**src/rtl/vp_key_event_queue.sv**
```systemverilog
// Input-event front end for vp_keymap: merges PS/2 key events and gamepad numpad
// buttons into a FIFO and delivers them as paced {released, ascii} strobes.
module vp_key_event_queue #(
    parameter int unsigned DEPTH      = 8,
    parameter int unsigned GAP_CYCLES = 1024,
    parameter int unsigned GAP_W      = 11
) (
    input  logic        clk_i,
    input  logic        res_n_i,
    input  logic [10:0] ps2_key_i,
    input  logic [9:0]  joy_numpad_i,
    output logic        rx_data_ready_o,
    output logic [7:0]  rx_ascii_o,
    output logic        rx_released_o,
    output logic        overflow_o,
    output logic        fifo_empty_o
);

    localparam int unsigned AW = $clog2(DEPTH);
    localparam logic [AW:0]      PTR_ONE  = 1;
    localparam logic [GAP_W-1:0] GAP_ONE  = 1;
    localparam logic [GAP_W-1:0] GAP_LOAD = GAP_W'(GAP_CYCLES - 1);

    typedef enum logic [1:0] {S_IDLE, S_STROBE, S_GAP} state_t;

    // Returns {mapped, ascii}; unmapped codes come back with mapped=0.
    function automatic logic [8:0] xlate(input logic [7:0] sc);
        logic [8:0] r;
        case (sc)
            8'h16: r = {1'b1, 8'h31};  8'h1E: r = {1'b1, 8'h32};
            8'h26: r = {1'b1, 8'h33};  8'h25: r = {1'b1, 8'h34};
            8'h2E: r = {1'b1, 8'h35};  8'h36: r = {1'b1, 8'h36};
            8'h3D: r = {1'b1, 8'h37};  8'h3E: r = {1'b1, 8'h38};
            8'h46: r = {1'b1, 8'h39};  8'h45: r = {1'b1, 8'h30};
            8'h1C: r = {1'b1, 8'h61};  8'h32: r = {1'b1, 8'h62};
            8'h21: r = {1'b1, 8'h63};  8'h23: r = {1'b1, 8'h64};
            8'h24: r = {1'b1, 8'h65};  8'h2B: r = {1'b1, 8'h66};
            8'h34: r = {1'b1, 8'h67};  8'h33: r = {1'b1, 8'h68};
            8'h43: r = {1'b1, 8'h69};  8'h3B: r = {1'b1, 8'h6A};
            8'h42: r = {1'b1, 8'h6B};  8'h4B: r = {1'b1, 8'h6C};
            8'h3A: r = {1'b1, 8'h6D};  8'h31: r = {1'b1, 8'h6E};
            8'h44: r = {1'b1, 8'h6F};  8'h4D: r = {1'b1, 8'h70};
            8'h15: r = {1'b1, 8'h71};  8'h2D: r = {1'b1, 8'h72};
            8'h1B: r = {1'b1, 8'h73};  8'h2C: r = {1'b1, 8'h74};
            8'h3C: r = {1'b1, 8'h75};  8'h2A: r = {1'b1, 8'h76};
            8'h1D: r = {1'b1, 8'h77};  8'h22: r = {1'b1, 8'h78};
            8'h35: r = {1'b1, 8'h79};  8'h1A: r = {1'b1, 8'h7A};
            8'h29: r = {1'b1, 8'h20};  8'h79: r = {1'b1, 8'h2B};
            8'h7B: r = {1'b1, 8'h2D};  8'h7C: r = {1'b1, 8'h2A};
            8'h4A: r = {1'b1, 8'h2F};  8'h55: r = {1'b1, 8'h3D};
            8'h1F: r = {1'b1, 8'h11};  8'h27: r = {1'b1, 8'h12};
            8'h5A: r = {1'b1, 8'h0A};  8'h66: r = {1'b1, 8'h08};
            default: r = '0;
        endcase
        return r;
    endfunction

    // Extended-key flag carries no meaning for this translation.
    logic ext_unused;
    assign ext_unused = ps2_key_i[8];

    logic [9:0]       ps2_in_q, ps2_in_d;
    logic             tog_q, tog_d, primed_q, primed_d;
    logic             st_vld_q, st_vld_d;
    logic [8:0]       st_data_q, st_data_d;
    logic [9:0]       joy_in_q, joy_in_d, joy_state_q, joy_state_d;
    logic [8:0]       mem_q [DEPTH];
    logic [8:0]       mem_d [DEPTH];
    logic [AW:0]      wr_ptr_q, wr_ptr_d, rd_ptr_q, rd_ptr_d;
    logic             empty_q, empty_d, ovf_q, ovf_d;
    state_t           state_q, state_d;
    logic [GAP_W-1:0] gap_q, gap_d;
    logic [7:0]       ascii_q, ascii_d;
    logic             rel_q, rel_d;

    logic       ps2_ev, empty, full, pop, room, ps2_push, joy_push, joy_hit;
    logic [8:0] map_r, push_data, head;
    logic [9:0] joy_diff;
    logic [3:0] joy_k;

    always_comb begin
        ps2_in_d    = {ps2_key_i[10:9], ps2_key_i[7:0]};
        primed_d    = 1'b1;
        // First sample after reset seeds the history so no phantom event appears.
        tog_d       = primed_q ? ps2_in_q[9] : ps2_key_i[10];
        ps2_ev      = primed_q && (ps2_in_q[9] != tog_q);
        map_r       = xlate(ps2_in_q[7:0]);
        st_vld_d    = ps2_ev && map_r[8];
        st_data_d   = {~ps2_in_q[8], map_r[7:0]};

        empty       = (wr_ptr_q == rd_ptr_q);
        full        = (wr_ptr_q[AW] != rd_ptr_q[AW]) && (wr_ptr_q[AW-1:0] == rd_ptr_q[AW-1:0]);
        pop         = (state_q == S_IDLE) && !empty;
        room        = !full || pop;
        head        = mem_q[rd_ptr_q[AW-1:0]];

        ps2_push    = st_vld_q && room;
        ovf_d       = ovf_q | (st_vld_q & ~room);

        joy_in_d    = joy_numpad_i;
        joy_diff    = joy_in_q ^ joy_state_q;
        joy_hit     = 1'b0;
        joy_k       = '0;
        for (int unsigned i = 0; i < 10; i++) begin
            if (joy_diff[i] && !joy_hit) begin
                joy_hit = 1'b1;
                joy_k   = 4'(i);
            end
        end
        joy_push    = joy_hit && !st_vld_q && room;
        joy_state_d = joy_push ? (joy_state_q ^ (10'd1 << joy_k)) : joy_state_q;

        push_data   = ps2_push ? st_data_q
                    : {~joy_in_q[joy_k], (joy_k == 4'd9) ? 8'h30 : (8'h31 + {4'h0, joy_k})};

        mem_d       = mem_q;
        wr_ptr_d    = wr_ptr_q;
        rd_ptr_d    = rd_ptr_q;
        if (ps2_push || joy_push) begin
            mem_d[wr_ptr_q[AW-1:0]] = push_data;
            wr_ptr_d = wr_ptr_q + PTR_ONE;
        end
        if (pop) rd_ptr_d = rd_ptr_q + PTR_ONE;
        empty_d     = (wr_ptr_d == rd_ptr_d);

        state_d     = state_q;
        gap_d       = gap_q;
        ascii_d     = ascii_q;
        rel_d       = rel_q;
        case (state_q)
            S_IDLE: begin
                if (pop) begin
                    state_d = S_STROBE;
                    ascii_d = head[7:0];
                    rel_d   = head[8];
                end
            end
            S_STROBE: begin
                state_d = S_GAP;
                gap_d   = GAP_LOAD;
            end
            S_GAP: begin
                if (gap_q == '0) state_d = S_IDLE;
                else             gap_d   = gap_q - GAP_ONE;
            end
            default: state_d = S_IDLE;
        endcase
    end

    always_ff @(posedge clk_i or negedge res_n_i) begin
        if (!res_n_i) begin
            ps2_in_q    <= '0;
            tog_q       <= 1'b0;
            primed_q    <= 1'b0;
            st_vld_q    <= 1'b0;
            st_data_q   <= '0;
            joy_in_q    <= '0;
            joy_state_q <= '0;
            mem_q       <= '{default: '0};
            wr_ptr_q    <= '0;
            rd_ptr_q    <= '0;
            empty_q     <= 1'b1;
            ovf_q       <= 1'b0;
            state_q     <= S_IDLE;
            gap_q       <= '0;
            ascii_q     <= '0;
            rel_q       <= 1'b0;
        end else begin
            ps2_in_q    <= ps2_in_d;
            tog_q       <= tog_d;
            primed_q    <= primed_d;
            st_vld_q    <= st_vld_d;
            st_data_q   <= st_data_d;
            joy_in_q    <= joy_in_d;
            joy_state_q <= joy_state_d;
            mem_q       <= mem_d;
            wr_ptr_q    <= wr_ptr_d;
            rd_ptr_q    <= rd_ptr_d;
            empty_q     <= empty_d;
            ovf_q       <= ovf_d;
            state_q     <= state_d;
            gap_q       <= gap_d;
            ascii_q     <= ascii_d;
            rel_q       <= rel_d;
        end
    end

    assign rx_data_ready_o = (state_q == S_STROBE);
    assign rx_ascii_o      = ascii_q;
    assign rx_released_o   = rel_q;
    assign overflow_o      = ovf_q;
    assign fifo_empty_o    = empty_q;

endmodule

```
**config.mk**
```make
export PLATFORM = sky130hd
export DESIGN_NAME = vp_key_event_queue
export DESIGN_NICKNAME = d
export VERILOG_FILES = /design/src/rtl/vp_key_event_queue.sv
export SDC_FILE = /design/constraint.sdc
export NUM_CORES = 1
export LEC_CHECK = 0
export ABC_CLOCK_PERIOD_IN_PS = 6700
export BUFFER_PORTS_ARGS = -buffer_cell sky130_fd_sc_hd__buf_4
export CAP_MARGIN = 20
export CORE_UTILIZATION = 55
export CTS_CLUSTER_SIZE = 10
export DETAILED_ROUTE_END_ITERATION = 7
export PLACE_DENSITY = 0.73
export SYNTH_ARGS = -nofsm -noshare
export SYNTH_HDL_FRONTEND = slang
export SYNTH_SLANG_ARGS = --single-unit
```
**constraint.sdc**
```tcl
create_clock -name clk_i -period 6.7 [get_ports clk_i]
set_input_delay 0.335 -clock clk_i [delete_from_list [all_inputs] [get_ports clk_i]]
set_output_delay 0.335 -clock clk_i [all_outputs]
set_load 0.005 [all_outputs]
```
==> summary.txt, run 1 <==
Route
  – DRC errors left: 0
  – Vias: 5,208
  – Drt pass-1 iters: 5
  – 1st-iter DRT viols: 248
  – DRT antenna net count: 0
  – Drt total wl: 14,900 microns
  – Drt via density: 5.86
  – Avg WL per Cell: 16.8 microns

Synth
  – Ys async rst share: 100%
  – Seq cells post-synth: 136
  – Sequential share of the synthesized area: 48.2%
  – Post-synth cell types: 65
  – Post-synth EDFFs: 0
  – Syn avg cell area: 10.4 sq um
  – Synth warn: 0
  – Synthesized area: 7070 sq um
  – Primary FF master, synth: dfrtp_1
  – Cell count after synthesis: 682
  – Syn_nets: 719

Cells and area
  – Commonest non-fill, non-tap cell in the layout: dfrtp_1
  – Fill cells: 1,008
  – Most frequent cells in the layout: dfrtp_1, nor2_1, nand2_1, o21ai_0, a21oi_1
  – Fin util: 63.7%
  – Area Overhead vs Synth: 13.4%
  – Design Area, Final: 8010 sq um
  – Fraction of layout cells with a size suffix above 1: 16.9%
  – # diodes: 0
  – Layout Nets: 740

Pwr
  – Lkg Pwr: 3.43 nW
  – Cell Pwr Density: 460 nW/um^2
  – Peak VDD IR: 0.000200 V

Placement
  – Routability cong.: 0.914
  – DP Area: 7390 sq um
  – PortBufs: 32
  – Final HPWL DP: 10,000 microns

CTS
  – Clk root buf: clkbuf_16
  – CTS clk-pin slew, worst paths: 0.06 ns
  – Depth of the CTS H-tree: 4
  – Num Clock Sinks: 136
  – CTS tree: built
  – Hold-fix buffers, CTS: 1
  – Num CTS Buffers: 17
  – Max clock buf depth: 2
  – Setup Fix Bufs, Post-CTS: 0
  – Post-CTS sizing: 0
  – Clk Latency, worst-skew pair: 0.41 ns

Worst setup path
  – Startpoint types: flop
  – Crit Path Class: reg2reg
  – Critical-path top delay cell: dfrtp_1
  – Slowest stage delay, CP: 0.96 ns
  – CP required: 6.99 ns
  – CP Cell Sequence: xor2_1, or3_4, nor3_4, a31oi_1, nand4b_1, mux2_2
  – Worst Path Max Fanout: 20
  – Worst EP arrival: 3.72 ns
  – Worst setup EP type: flop

Floorplan
  – Top Ports: 35
  – Core Rows: 41
  – Initial Util: 56.2%
  – Core area: 12,600 sq um
  – Area of the die: 13,300 sq um
  – Die Width: 115 microns
  – Die Y: 115 microns

Timing
  – Setup tns final: 0 ns
  – Final Setup Violations: 0
  – Max-slew violation count: 0
  – Crit share post-route: 51.2%
  – Max Clock Freq: 292 MHz
  – Final Hold Viols: 0
  – Headroom to the max-slew limit: 35.2%
  – Clock Skews: 0.00830 ns
  – Fin crit period: 3.43 ns
  – Actual slew at the worst max-slew pin: 0.968 ns
  – RSZ-0062 raised after global routing: no

Hold path
  – Worst hold-check path type: in2reg

Global route
  – GRT Total Usage: 25.1%
  – Grt total ovfl: 0
  – Initial antenna violation count: 0
  – Vias in the first global route: 5,212
  – First-pass GRT wire length: 25,500 microns
  – Largest net degree at the start of global routing: 76

Flow run
  – Max_cap viols: 0

Status
  – Outcome: finished, final reports clean
## logic make-up after synthesis
| family | count (synthesis) | synth area share, % |
|---|---|---|
| muxes | 42 | 9.05 |
| buffers and inverters | 58 | 3.77 |
| and+or+nand+nor | 215 | 15.4 |
| AOI/OAI and AO/OA | 169 | 15.0 |
| DFF | 136 | 48.2 |
| xor gates and xnor gates | 45 | 5.88 |
| other | 2 | 0.106 |
| adders and majority gates | 15 | 2.62 |
## critical path, delay by kind of cell, from the launching register on
| kind | cells | cell delay [ns] |
|---|---|---|
| compound gates | 1 | 0.51 |
| xor+xnor | 1 | 0.28 |
| flops | 1 | 0.96 |
| mux | 1 | 0.52 |
| simple gates | 3 | 1.02 |
## per-layer routing
layer	share of wire (%)	up-vias	track usage [%]
li1	-	2469	-
met1	44	2544	33.6
met2	49	170	40.9
met3	5.0	25	4.80
met4	1.6	0	9.18
met5	0	-	0
## power by group
group	total, mW	switching, mW	leakage, nW	internal (mW)
combinational	1.39	0.772	1.54	0.621
clock	0.959	0.345	0.295	0.614
sequential	1.33	0.246	1.60	1.09
total	3.69	1.36	3.43	2.32
## final cells by class
class / count / area [sq um] / share of cell area (%)
clock buffer: 21 / 470 / 5.87
clock inverter: 11 / 145 / 1.81
multi-input combinational: 488 / 3400 / 42.5
inverter: 22 / 82.6 / 1.03
sequential: 136 / 3400 / 42.5
tap: 172 / 215 / 2.69
timing repair buffer: 38 / 292 / 3.64
## stage by stage
step	power, mW	cells	hold slack, ns	setup WS [ns]
after detailed placement	2.72	855	0.342	3.39
after global routing	3.93	888	0.00792	3.12
after CTS	3.71	888	0.00940	3.34
after global placement	2.65	855	0.335	3.42
after floorplan	2.38	682	0.0394	4.21
final	3.69	888	0.0242	3.27
## path summary, 6_finish.rpt
kind                            startpoint  cells after the start            to  slack (ns)
min in group asynchronous          res_n_i                      2      gap_q[5]        0.46
hold reg to reg                ps2_in_q[8]                      1  st_data_q[8]        0.38
max in group asynchronous          res_n_i                      3     mem_q[47]        4.93
hold / removal             joy_numpad_i[3]                      1   joy_in_q[3]        0.02
setup / recovery               rd_ptr_q[1]                      6     mem_q[17]        3.27
setup reg to reg               rd_ptr_q[1]                      6     mem_q[17]        3.27
## state kept, by name (all words and copies together), names as in the netlist
register / cells
mem_q: 64
gap_q: 11
joy_in_q: 10
joy_state_q: 10
ps2_in_q: 10
st_data_q: 8
rx_ascii_o: 7
rd_ptr_q: 4
wr_ptr_q: 4
state_q: 2
fifo_empty_o: 1
overflow_o: 1
primed_q: 1
rx_released_o: 1
st_vld_q: 1
tog_q: 1
## cell usage after synthesis (8+ instances only)
master,instances,area (sq um)
a211oi_1,8,60.1
a21oi_1,56,280
clkbuf_1,20,75.1
dfrtp_1,135,3380
ha_1,14,175
inv_1,22,82.6
mux2_2,15,169
mux2i_1,11,110
mux4_2,16,360
nand2_1,64,240
nand2b_1,8,50.1
nand3_1,17,85.1
nor2_1,70,263
nor3_1,16,80.1
o211ai_1,9,67.6
o21ai_0,57,285
xnor2_1,19,166
xor2_1,24,210
(Power assumes the default switching activity.)
==> run 2, diff against run 1 <==
--- a/config.mk
+++ b/config.mk
@@ -5,7 +5,8 @@
 export SDC_FILE = /design/constraint.sdc
 export NUM_CORES = 1
 export LEC_CHECK = 0
-export ABC_CLOCK_PERIOD_IN_PS = 6700
+export ABC_AREA = 1
+export ABC_CLOCK_PERIOD_IN_PS = 3500
 export BUFFER_PORTS_ARGS = -buffer_cell sky130_fd_sc_hd__buf_4
 export CAP_MARGIN = 20
 export CORE_UTILIZATION = 55
==> constraint.sdc (replaced) <==
create_clock -name clk_i -period 3.5 [get_ports clk_i]
set_input_delay 0.175 -clock clk_i [delete_from_list [all_inputs] [get_ports clk_i]]
set_output_delay 0.175 -clock clk_i [all_outputs]
set_load 0.005 [all_outputs]
==> summary.txt, run 2 <==
Worst setup path
  – Reg2reg start: joy_state_q[0]
  – Worst setup EP type: flop
  – Cell family with most CP delay: simple AND/OR/NAND/NOR gates
  – Worst R2R Setup Slack: 0.92 ns (-2.35 ns)
  – Slowest stage delay, CP: 0.38 ns (-0.58 ns)
  – FF-to-FF End: mem_q[65]
  – CP required: 3.80 ns (-3.19 ns)
  – Buf/Inv on CP: 3 (+3)
  – Worst R2R Path Depth: 16 (+10)
  – Worst EP arrival: 2.88 ns (-0.84 ns)
  – CP Cell Sequence: inv_1, nand2_1, nand2_2, nand2_2, nor2_4, nand4_4, nor2_4, nor2_1, nand2_1, inv_1, nor2_1, ha_1, nand3_1, nand2_1, inv_1, o21ai_0
  – Startpoint types: flop
  – Critical-path top delay cell: dfrtp_1
  – Crit Path Class: reg2reg
  – Worst Path Max Fanout: 7 (-65%)

Synth
  – Primary FF master, synth: dfrtp_1
  – Syn avg cell area: 8.29 sq um (-20%)
  – Ys async rst share: 100% (unchanged)
  – Post-synth EDFFs: 0 (unchanged)
  – Synth warn: 0 (unchanged)
  – Most frequent cell after synthesis: nand2_1
  – Cell count after synthesis: 854 (+25%)
  – Synthesized area: 7080 sq um (+0.16%)
  – Synth area leaders: dfrtp_1, nand2_1, o21ai_0
  – Post-synth cell types: 56 (-14%)
  – Syn_nets: 891 (+24%)
  – Sequential share of the synthesized area: 48.1% (-0.077 points)
  – Seq cells post-synth: 136 (unchanged)
  – Top cells by count, synth: nand2_1, dfrtp_1, inv_1
  – Synth top area share: 47.7% (-0.076 points)
  – Synth area leader: dfrtp_1

CTS
  – Clk root buf: clkbuf_16
  – Max clock buf depth: 2 (unchanged)
  – Depth of the CTS H-tree: 4 (unchanged)
  – Num CTS Buffers: 17 (unchanged)
  – Num Clock Sinks: 136 (unchanged)
  – CTS tree: built
  – Setup Fix Bufs, Post-CTS: 0 (unchanged)
  – CTS clk-pin slew, worst paths: 0.06 ns (about the same)
  – Clk Latency, worst-skew pair: 0.42 ns (about the same)

Floorplan
  – Initial Util: 56.3% (+0.090 points)
  – Die Width: 115 microns (about the same)
  – Area of the die: 13,300 sq um (+0.16%)
  – Top Ports: 35 (unchanged)
  – Die Y: 115 microns (about the same)
  – Core area: 12,600 sq um (unchanged)
  – Core Rows: 41 (unchanged)

Status
  – Outcome: finished, final reports clean

Pwr
  – Peak VDD IR: 0.000492 V (+150%)
  – Lkg Pwr: 3.95 nW (+15%)
  – Cell Pwr Density: 858 nW/um^2 (+86%)

Route
  – Vias: 5,975 (+15%)
  – Drt via density: 5.47 (-6.7%)
  – DRT antenna net count: 0 (unchanged)
  – Avg WL per Cell: 15.4 microns (-8.0%)
  – Drt pass-1 iters: 5 (unchanged)
  – 1st-iter DRT viols: 457 (+84%)
  – Drt total wl: 16,900 microns (+13%)
  – DRC errors left: 0 (unchanged)

Cells and area
  – Commonest non-fill, non-tap cell in the layout: nand2_1
  – Biggest registers after layout: mem_q x64, gap_q x11
  – Most frequent cells in the layout: nand2_1, dfrtp_1, inv_1, o21ai_0, nor2_1
  – # diodes: 0 (unchanged)
  – Area Overhead vs Synth: 17.6%
  – Layout Nets: 944 (+28%)
  – Fraction of layout cells with a size suffix above 1: 13.4% (-3.5 points)
  – Fill cells: 1,016 (+0.79%)
  – Max reg flops: 64 (unchanged)
  – Top reg by flops: mem_q

Timing
  – Max Clock Freq: 387 MHz (+33%)
  – Fin crit period: 2.58 ns (-0.847 ns)
  – RSZ-0062 raised after global routing: no
  – Final Setup Violations: 0 (unchanged)
  – Final Hold Viols: 0 (unchanged)
  – Clock Skews: 0.00865 ns (+0.000345 ns)
  – Max-slew violation count: 0 (unchanged)
  – Headroom to the max-slew limit: 54.1% (+19 points)
  – Setup tns final: 0 ns (unchanged)
  – Worst hold margin: 0.139 ns (+0.114 ns)
  – Actual slew at the worst max-slew pin: 0.685 ns (-0.283 ns)
  – Crit share post-route: 73.8% (+23 points)

Global route
  – Largest net degree at the start of global routing: 114 (+50%)
  – GRT Total Usage: 28.2% (+3.0 points)
  – Grt total ovfl: 0 (unchanged)
  – First-pass GRT wire length: 28,700 microns (+13%)
  – Vias in the first global route: 5,924 (+14%)
  – Initial antenna violation count: 0 (unchanged)

Hold path
  – Worst hold-check path type: in2async

Placement
  – Final HPWL DP: 11,300 microns (+13%)
  – Routability cong.: 0.901 (-1.3%)
  – PortBufs: 32 (unchanged)

Flow run
  – Max_cap viols: 0 (unchanged)
==> run 2: area by class of cell <==
class / instances / area, sq um / area share (%)
timing repair buffer: 60 / 527 / 6.33
clock buffer: 22 / 464 / 5.58
inverter: 104 / 397 / 4.77
sequential: 136 / 3400 / 40.9
clock inverter: 10 / 191 / 2.30
multi-input combinational: 588 / 3120 / 37.5
tap: 172 / 215 / 2.59
==> run 2: worst max path at each step <==
stage,end,cells after the start,from
5_1_grt,mem_q[47],16,joy_in_q[1]
3_3_place_gp,mem_q[65],16,joy_state_q[1]
2_1_floorplan,mem_q[47],16,joy_state_q[1]
4_1_cts,mem_q[65],16,joy_state_q[0]
3_5_place_dp,mem_q[65],16,joy_state_q[0]
6_report,mem_q[65],16,joy_state_q[0]
==> run 2: kinds of logic (layout without fill, tap and decap cells) <==
logic type	count (synthesis)	after routing	synth area share, %
AOI/OAI and AO/OA	201	201	15.8
xor gates and xnor gates	24	24	3.08
adders and majority gates	14	14	2.48
buffers and inverters	130	196	7.80
DFF	136	136	48.1
muxes	2	2	0.301
other	2	2	0.106
and+or+nand+nor	345	345	22.4
==> run 2: report_power, final <==
| group | leakage (nW) | total [mW] | internal [mW] | switching, mW |
|---|---|---|---|---|
| clock | 0.311 | 1.99 | 1.31 | 0.682 |
| sequential | 1.66 | 2.42 | 2.07 | 0.342 |
| combinational | 1.97 | 2.73 | 0.950 | 1.78 |
==> run 2: worst register-to-register path: stages, from the launching register on <==
cell and delay, ns:
dfrtp_1 0.38, inv_1 0.08, nand2_1 0.07, nand2_2 0.09
nand2_2 0.07, nor2_4 0.16, nand4_4 0.13, nor2_4 0.16
nor2_1 0.08, nand2_1 0.17, inv_1 0.13, nor2_1 0.16
ha_1 0.25, nand3_1 0.09, nand2_1 0.12, inv_1 0.20
o21ai_0 0.12
==> run 2: metal layers <==
metal	wire, microns	vias to the layer above	track usage (%)
li1	-	2902	-
met1	7350	2806	36.3
met2	8100	230	45.7
met3	984	37	6.43
met4	435	0	12.1
met5	0	-	0
==> run 2: stage by stage <==
step | total power, mW | cell area (sq um) | worst slack, ns | utilization, % | instances
2_1_floorplan | 4.41 | 7080 | 1.35 | - | 854
3_3_place_gp | 5.00 | 7430 | 1.01 | 59.1 | 1038
3_5_place_dp | 5.09 | 7430 | 0.947 | 59.1 | 1038
4_1_cts | 7.14 | 8290 | 0.922 | 66.0 | 1091
5_1_grt | 7.65 | 8320 | 0.642 | 66.2 | 1092
6_report | 7.13 | 8320 | 0.918 | 66.2 | 1092
==> run 2: what timing repair did <==
action | CTS | global route
setup endpoints to repair | 0 | 0
hold endpoints to repair | 131 | 0
hold buffers | 21 | 0
resized for setup | 0 | 0
